<file path="src/rtl/uart_pkg.sv">
// Shared UART types used by the transmit controller.
package uart_pkg;

  typedef enum logic [2:0] {
    IDLE   = 3'd0,
    START  = 3'd1,
    DATA   = 3'd2,
    PARITY = 3'd3,
    STOP   = 3'd4
  } uart_tx_state_t;

endpackage

</file>
<file path="src/rtl/shift_register.sv">
// Parallel-load, right-shifting register; serial_o presents the LSB first.
module shift_register #(
  parameter int DW = 8
) (
  input  logic          clk_i,
  input  logic          rst_i,
  input  logic          load_byte_i,
  input  logic          shift_i,
  input  logic [DW-1:0] data_i,
  output logic          serial_o
);

  logic [DW-1:0] sreg_q;

  // Load a new word, or move the next bit down to the output position.
  always_ff @(posedge clk_i or posedge rst_i) begin
    if (rst_i) begin
      sreg_q <= '0;
    end else if (load_byte_i) begin
      sreg_q <= data_i;
    end else if (shift_i) begin
      sreg_q <= {1'b0, sreg_q[DW-1:1]};
    end
  end

  assign serial_o = sreg_q[0];

endmodule

</file>
<file path="src/rtl/uart_baud_gen.sv">
// Bit-period counter: ticks on the last clock of every bit period.
module uart_baud_gen #(
  parameter int CLKS_PER_BIT = 16
) (
  input  logic clk_i,
  input  logic rst_i,
  input  logic clear_i,
  output logic bit_tick_o
);

  localparam int CW = $clog2(CLKS_PER_BIT);

  logic [CW-1:0] baud_cnt_q;

  // Held at zero while cleared so each frame starts on a fresh bit period.
  always_ff @(posedge clk_i or posedge rst_i) begin
    if (rst_i) begin
      baud_cnt_q <= '0;
    end else if (clear_i || bit_tick_o) begin
      baud_cnt_q <= '0;
    end else begin
      baud_cnt_q <= baud_cnt_q + 1'b1;
    end
  end

  assign bit_tick_o = (baud_cnt_q == CW'(CLKS_PER_BIT - 1));

endmodule

</file>
<file path="src/rtl/uart_tx_ctrl.sv">
// UART transmit controller: start bit, LSB-first data, optional parity, stop bit(s).
module uart_tx_ctrl
  import uart_pkg::*;
#(
  parameter int DATA_W       = 8,
  parameter int CLKS_PER_BIT = 16,
  parameter int STOP_BITS    = 1,
  parameter int PARITY_EN    = 0,
  parameter int PARITY_ODD   = 0
) (
  input  logic              clk_i,
  input  logic              rst_i,
  input  logic [DATA_W-1:0] tx_data_i,
  input  logic              tx_valid_i,
  output logic              tx_ready_o,
  output logic              tx_o,
  output logic              busy_o,
  output logic              tx_done_o
);

  localparam int BCW = $clog2(DATA_W + 1);

  if (CLKS_PER_BIT < 2) begin : g_bad_clks_per_bit
    $error("uart_tx_ctrl: CLKS_PER_BIT must be >= 2");
  end
  if (STOP_BITS != 1 && STOP_BITS != 2) begin : g_bad_stop_bits
    $error("uart_tx_ctrl: STOP_BITS must be 1 or 2");
  end

  uart_tx_state_t state_q, state_d;
  logic [BCW-1:0] bit_cnt_q;
  logic           parity_q;
  logic           done_q;
  logic           bit_tick;
  logic           serial;
  logic           load_byte;
  logic           shift;
  logic           done_d;
  logic           bit_clr;
  logic           bit_inc;
  logic           last_data;
  logic           last_stop;

  assign last_data = (bit_cnt_q == BCW'(DATA_W - 1));
  assign last_stop = (bit_cnt_q == BCW'(STOP_BITS - 1));

  uart_baud_gen #(
    .CLKS_PER_BIT(CLKS_PER_BIT)
  ) u_baud (
    .clk_i     (clk_i),
    .rst_i     (rst_i),
    .clear_i   (state_q == IDLE),
    .bit_tick_o(bit_tick)
  );

  shift_register #(
    .DW(DATA_W)
  ) u_shift (
    .clk_i      (clk_i),
    .rst_i      (rst_i),
    .load_byte_i(load_byte),
    .shift_i    (shift),
    .data_i     (tx_data_i),
    .serial_o   (serial)
  );

  // State, bit counter, captured parity and the registered done pulse.
  always_ff @(posedge clk_i or posedge rst_i) begin
    if (rst_i) begin
      state_q   <= IDLE;
      bit_cnt_q <= '0;
      parity_q  <= 1'b0;
      done_q    <= 1'b0;
    end else begin
      state_q <= state_d;
      done_q  <= done_d;
      if (bit_clr) begin
        bit_cnt_q <= '0;
      end else if (bit_inc) begin
        bit_cnt_q <= bit_cnt_q + 1'b1;
      end
      if (load_byte) begin
        parity_q <= (^tx_data_i) ^ (PARITY_ODD != 0);
      end
    end
  end

  // Next state, shift-register controls and the line mux; every move waits for bit_tick.
  always_comb begin
    state_d   = state_q;
    load_byte = 1'b0;
    shift     = 1'b0;
    done_d    = 1'b0;
    bit_clr   = 1'b0;
    bit_inc   = 1'b0;
    tx_o      = 1'b1;
    case (state_q)
      IDLE: begin
        if (tx_valid_i) begin
          load_byte = 1'b1;
          bit_clr   = 1'b1;
          state_d   = START;
        end
      end
      START: begin
        tx_o = 1'b0;
        if (bit_tick) state_d = DATA;
      end
      DATA: begin
        tx_o = serial;
        if (bit_tick) begin
          shift = 1'b1;
          if (last_data) begin
            bit_clr = 1'b1;
            state_d = (PARITY_EN != 0) ? PARITY : STOP;
          end else begin
            bit_inc = 1'b1;
          end
        end
      end
      PARITY: begin
        tx_o = parity_q;
        if (bit_tick) state_d = STOP;
      end
      STOP: begin
        tx_o = 1'b1;
        if (bit_tick) begin
          if (last_stop) begin
            bit_clr = 1'b1;
            done_d  = 1'b1;
            state_d = IDLE;
          end else begin
            bit_inc = 1'b1;
          end
        end
      end
      default: state_d = IDLE;
    endcase
  end

  assign tx_ready_o = (state_q == IDLE);
  assign busy_o     = (state_q != IDLE);
  assign tx_done_o  = done_q;

endmodule

</file>
<file path="config.mk">
export PLATFORM = sky130hd
export DESIGN_NAME = uart_tx_ctrl
export DESIGN_NICKNAME = d
export VERILOG_FILES = /design/src/rtl/uart_pkg.sv /design/src/rtl/shift_register.sv /design/src/rtl/uart_baud_gen.sv /design/src/rtl/uart_tx_ctrl.sv
export SDC_FILE = /design/constraint.sdc
export NUM_CORES = 1
export LEC_CHECK = 0
export ABC_AREA = 1
export CAP_MARGIN = 20
export CORE_ASPECT_RATIO = 1.4
export CORE_MARGIN = 2
export CORE_UTILIZATION = 30
export DETAILED_ROUTE_END_ITERATION = 8
export GPL_TIMING_DRIVEN = 0
export PLACE_DENSITY = 0.51
export SLEW_MARGIN = 30
export SYNTH_ARGS = -nofsm -noshare
export SYNTH_HDL_FRONTEND = slang
export SYNTH_SLANG_ARGS = --single-unit
</file>
<file path="constraint.sdc">
create_clock -name clk_i -period 3.6 [get_ports clk_i]
set_input_delay 0.9 -clock clk_i [delete_from_list [all_inputs] [get_ports clk_i]]
set_output_delay 0.9 -clock clk_i [all_outputs]
set_load 0.03 [all_outputs]
</file>
Word-level counts from Yosys, hierarchy flattened
Index checks and enable logic that the tools add are counted.

Output and inout port bits: 4. Bits of input ports: 11. Bits in registers: 21.

Reductions and logical operators: 8. Muxes and demuxes: 29. Add/subtract/negate cells: 2. Equal/unequal tests: 13.

Operator list (count): $mux W3 (7); $mux W8 (2); $pmux W3 S5 (1); $mux W1 (13); $mux W4 (3); $add A4 B1 Y4 const B (2); $ne A2 B1 Y1 const B (4); $reduce_xor A8 Y1 (1); $reduce_and A7 Y1 (1); $eq A3 B2 Y1 const B (2); $ne A2 B2 Y1 const B (3); $pmux W1 S3 (2); $eq A4 B3 Y1 const B (1); $eq A4 B4 Y1 const B (1); $logic_not A4 Y1 (1); $reduce_bool A2 Y1 (2); $eq A3 B1 Y1 const B (1); $eq A3 B3 Y1 const B (1); $logic_not A3 Y1 (1); $reduce_bool A3 Y1 (1); $pmux W1 S2 (1); $logic_or A1 B1 Y1 (1).

Longest topological paths before layout
Depth in word-level cells: 6. Depth in mapped cells: 9.

By module
A second synthesis with hierarchy kept.

Cells, all modules: 172. Area, all modules: 1343.8 um2.

Modules (own cells, without submodules): uart_tx_ctrl (sequential area each 225.2 um2, cells an instance 108, area an instance 767.0 um2, instances 1); shift_register (sequential area each 200.2 um2, cells an instance 44, area an instance 380.4 um2, instances 1); uart_baud_gen (sequential area each 100.1 um2, cells an instance 20, area an instance 196.4 um2, instances 1).

Worst setup path after synthesis
Ideal clock, no wire load.

Path type: reg2out. Start: reg state_q[0]. End: out tx_o. Slack: 1718 ps. Arrival: 982 ps. Required time: 2700 ps. Stages on the path, launching flop included: 6. Buffers on the path: 0. Cell sequence: dfrtp_1 > inv_2 > nand2_2 > nor2_4 > nand2_1 > nand3_1.

Word-level cells in the longest chain between the ends: 2. Elaborated cells between the ends (all ways): 4. Those cells by class: eq/ne: 3; mux: 1.

Ends and longest elaborated chain: start: declaration (line uart_tx_ctrl.sv:30) `uart_tx_state_t state_q, state_d;`; start signal: assignment (line uart_tx_ctrl.sv:75) `state_q <= state_d;`; $eq A3 B2 Y1 or $eq A3 B1 Y1 (tied branches) (line uart_tx_ctrl.sv:97) `case (state_q)`; $pmux W1 S3 * (line uart_tx_ctrl.sv:97); end: declaration (line uart_tx_ctrl.sv:16) `output logic tx_o,`.

Every way passes the cells marked *; elsewhere a longest branch is shown, timed or not.

Worst setup path after layout
Start: reg state_q[1]. End: out tx_o.

Same word-level chain as after synthesis.

==> results.yml <==
setup_path:
  cp.arrival_ps: 1860
  crit_path_cell_trace: "nand2_2, nor2_4, nand2_1, nand3_1, clkdlybuf4s50_1"
  cp_num_buf_inv: 1
  path_delay_family: "buffers and inverters"
  crit_path_max_fanout: 7
  criticalPathCategory: "reg -> out"
  crit_slowest_cell: "clkdlybuf4s50_1"
  critPathMaxStageDelay_ps: 680
  cp_data_required_time_ps: 2700
  start_kind: "flip-flop"
  cp-end-kind: "output pin"
yosys:
  yosysSeqAreaShare_pct: 39.1
  synth_nets: 188
  avgSynthCellArea_um2: 7.73
  yosys_warnings: 0
  syn_area_mm2: 0.00135
  synthDistinctLibCells: 23
  ys_ff_latch: 21
  netlist_instances: 174
pwr:
  p_switching_mw: 0.102
  seqPwrFrac_pct: 54.3
  p_leak_nw: 0.748
  switching_share_pct: 23.4
  pwr-share-clk_pct: 37.1
  power_mw: 0.434
  power.density_mw_per_mm2: 270
  internal-power_mw: 0.333
  p_comb_share_pct: 8.6
  ir_drop_v: 0.000110
clocking:
  cts_buffers: 3
  cts_resized: 0
  numClockSinks: 21
  clockBufferDepth: 2
  clock_latency_ps: 260
  cts_setup_buffers: 0
  cts-root-buf: "clkbuf_8"
  cts_tree: "yes"
  cts_hold_buf: 0
  cts.clk_slew.worst_paths_ps: 80
  htreeDepth: 1
drt:
  wl_mm: 2.74
  dr.pass1.iters: 4
  drt_iter0_drc: 16
  via_per_inst: 4.48
  drc: 0
  antenna_left: 0
  vias: 1130
  wl_per_cell_um: 10.9
timing:
  rsz0062_at_grt: "no"
  finalSetupTns_ps: 0
  fmax_mhz: 362
  fin_crit_ps: 2760
  fin_crit_sh_pct: 76.8
  tightest_slew_ps: 769
  setup_viol: 0
  hold_violations: 0
  skew_ps: 7.89
  slew_headroom_pct: 48.4
  slew_viol_final: 0
floorplanning:
  fp.dieH_um: 83.2
  fp.coreArea_mm2: 0.00427
  io_pins: 15
  initial_utilization_pct: 31.5
  rows: 28
  dieArea_mm2: 0.00504
  die_w_um: 60.6
layout:
  fin_nets: 207
  utilization_pct: 37.6
  drive_gt1_share_pct: 14.1
  final.fill_count: 466
  design_area_mm2: 0.00161
  antenna_cells: 0
  area_delta_synth_final_pct: 19.3
placement:
  dpl.hpwl_mm: 2.18
  port_buffers: 14
  gp_congestion: 0.747
  postPlaceCellArea_mm2: 0.00156
min_path:
  hold_path_class: "reg -> reg"
global_routing:
  grt_max_degree: 22
  grt_pass1_wl_mm: 5.01
  grt.overflow.total: 0
  track_usage_pct: 12.7
  grt_pass1_vias: 1210
  antenna_found_initial: 0
job:
  drv_cap: 0
outcome:
  status: "finished clean"
==> cell type report <==
cell class / instances / area (µm²) / share of cell area, %
repair buffers: 14 / 140 / 8.73
flip-flops and latches: 21 / 526 / 32.7
inverters: 16 / 62.6 / 3.90
plain buffers: 1 / 15.0 / 0.935
clock buffers: 4 / 45.0 / 2.81
well taps: 60 / 75.1 / 4.68
multi-input cells: 136 / 742 / 46.2
==> routing by layer <==
layer	up-vias	global-route usage [%]	share of wire (%)
met4	0	4.15	0.66
met2	16	23.0	55
met5	-	0	0
met3	2	2.02	2.7
li1	594	-	-
met1	518	14.3	41
==> synth_stat cells <==
library cell  count  area share [%]
nand3_1          18             6.7
a21oi_1           7             2.6
inv_4             1            0.47
inv_2             5             1.4
xnor2_1           4             2.6
nand2_2           5             2.3
nand4_1           2            0.93
xor2_1            7             4.6
o21ai_1           2            0.74
nor2_2            1            0.47
nor2_1           21             5.9
nand2_4           2             1.7
dfrtp_1          21              39
nor2_4            5             4.2
buf_8             1             1.1
inv_1            10             2.8
o21ai_2           2             1.3
nand3_2           1            0.74
nor3b_1           1            0.56
o21ai_0           6             2.2
ha_1              3             2.8
nand2_8           1             1.5
nand2_1          48              13
==> cells in the final DEF, fill, tap and decap left out, types with 3 or more instances in the layout <==
master,count
inv_2,5
o21ai_0,6
dfrtp_1,21
a21oi_1,7
xor2_1,7
inv_1,9
ha_1,3
nand2_1,48
nor2_4,5
nand2_2,5
nand3_1,18
nor2_1,21
clkbuf_8,3
clkdlybuf4s50_1,14
xnor2_1,4
==> through the flow <==
step                instances  worst slack (ps)  hold slack, ps
global route              252               724             509
finish                    252               835             470
global placement          248              1130             446
floorplan                 174              1720             431
detailed placement        248              1110             467
CTS                       252               816             477
==> final timing paths <==
kind,start,endpoint,slack (ps),cells after the start
min in group asynchronous,rst_i,state_q[2],980,2
worst max-delay path,state_q[1],tx_o,840,5
worst min register to register,u_baud.baud_cnt_q[0],u_baud.baud_cnt_q[0],470,1
worst min-delay path,u_baud.baud_cnt_q[0],u_baud.baud_cnt_q[0],470,1
worst max register to register,bit_cnt_q[0],bit_cnt_q[0],2030,9
max in group asynchronous,rst_i,state_q[0],2250,2
==> power groups by stage <==
stage          sequential, mW  clock [mW]  combinational, mW
2_1_floorplan           0.240           0             0.0192
3_3_place_gp            0.240           0             0.0373
3_5_place_dp            0.240           0             0.0382
4_1_cts                 0.236       0.164             0.0384
5_1_grt                 0.236       0.178             0.0422
6_report                0.236       0.161             0.0373
==> kinds of logic after synthesis <==
| family | after synthesis | synth area share, % |
|---|---|---|
| xor+xnor | 11 | 7.16 |
| simple gates | 105 | 38.3 |
| fa+ha+maj | 3 | 2.79 |
| buf+inv | 17 | 5.77 |
| compound gates | 17 | 6.88 |
| flops | 21 | 39.1 |
==> flip-flops by register name, indices dropped and copies added, names as in the netlist <==
signal / flops
state_q: 3
bit_cnt_q: 4
parity_q: 1
u_baud.baud_cnt_q: 4
tx_done_o: 1
u_shift.sreg_q: 8
Power figures use the tool's default switching activity.
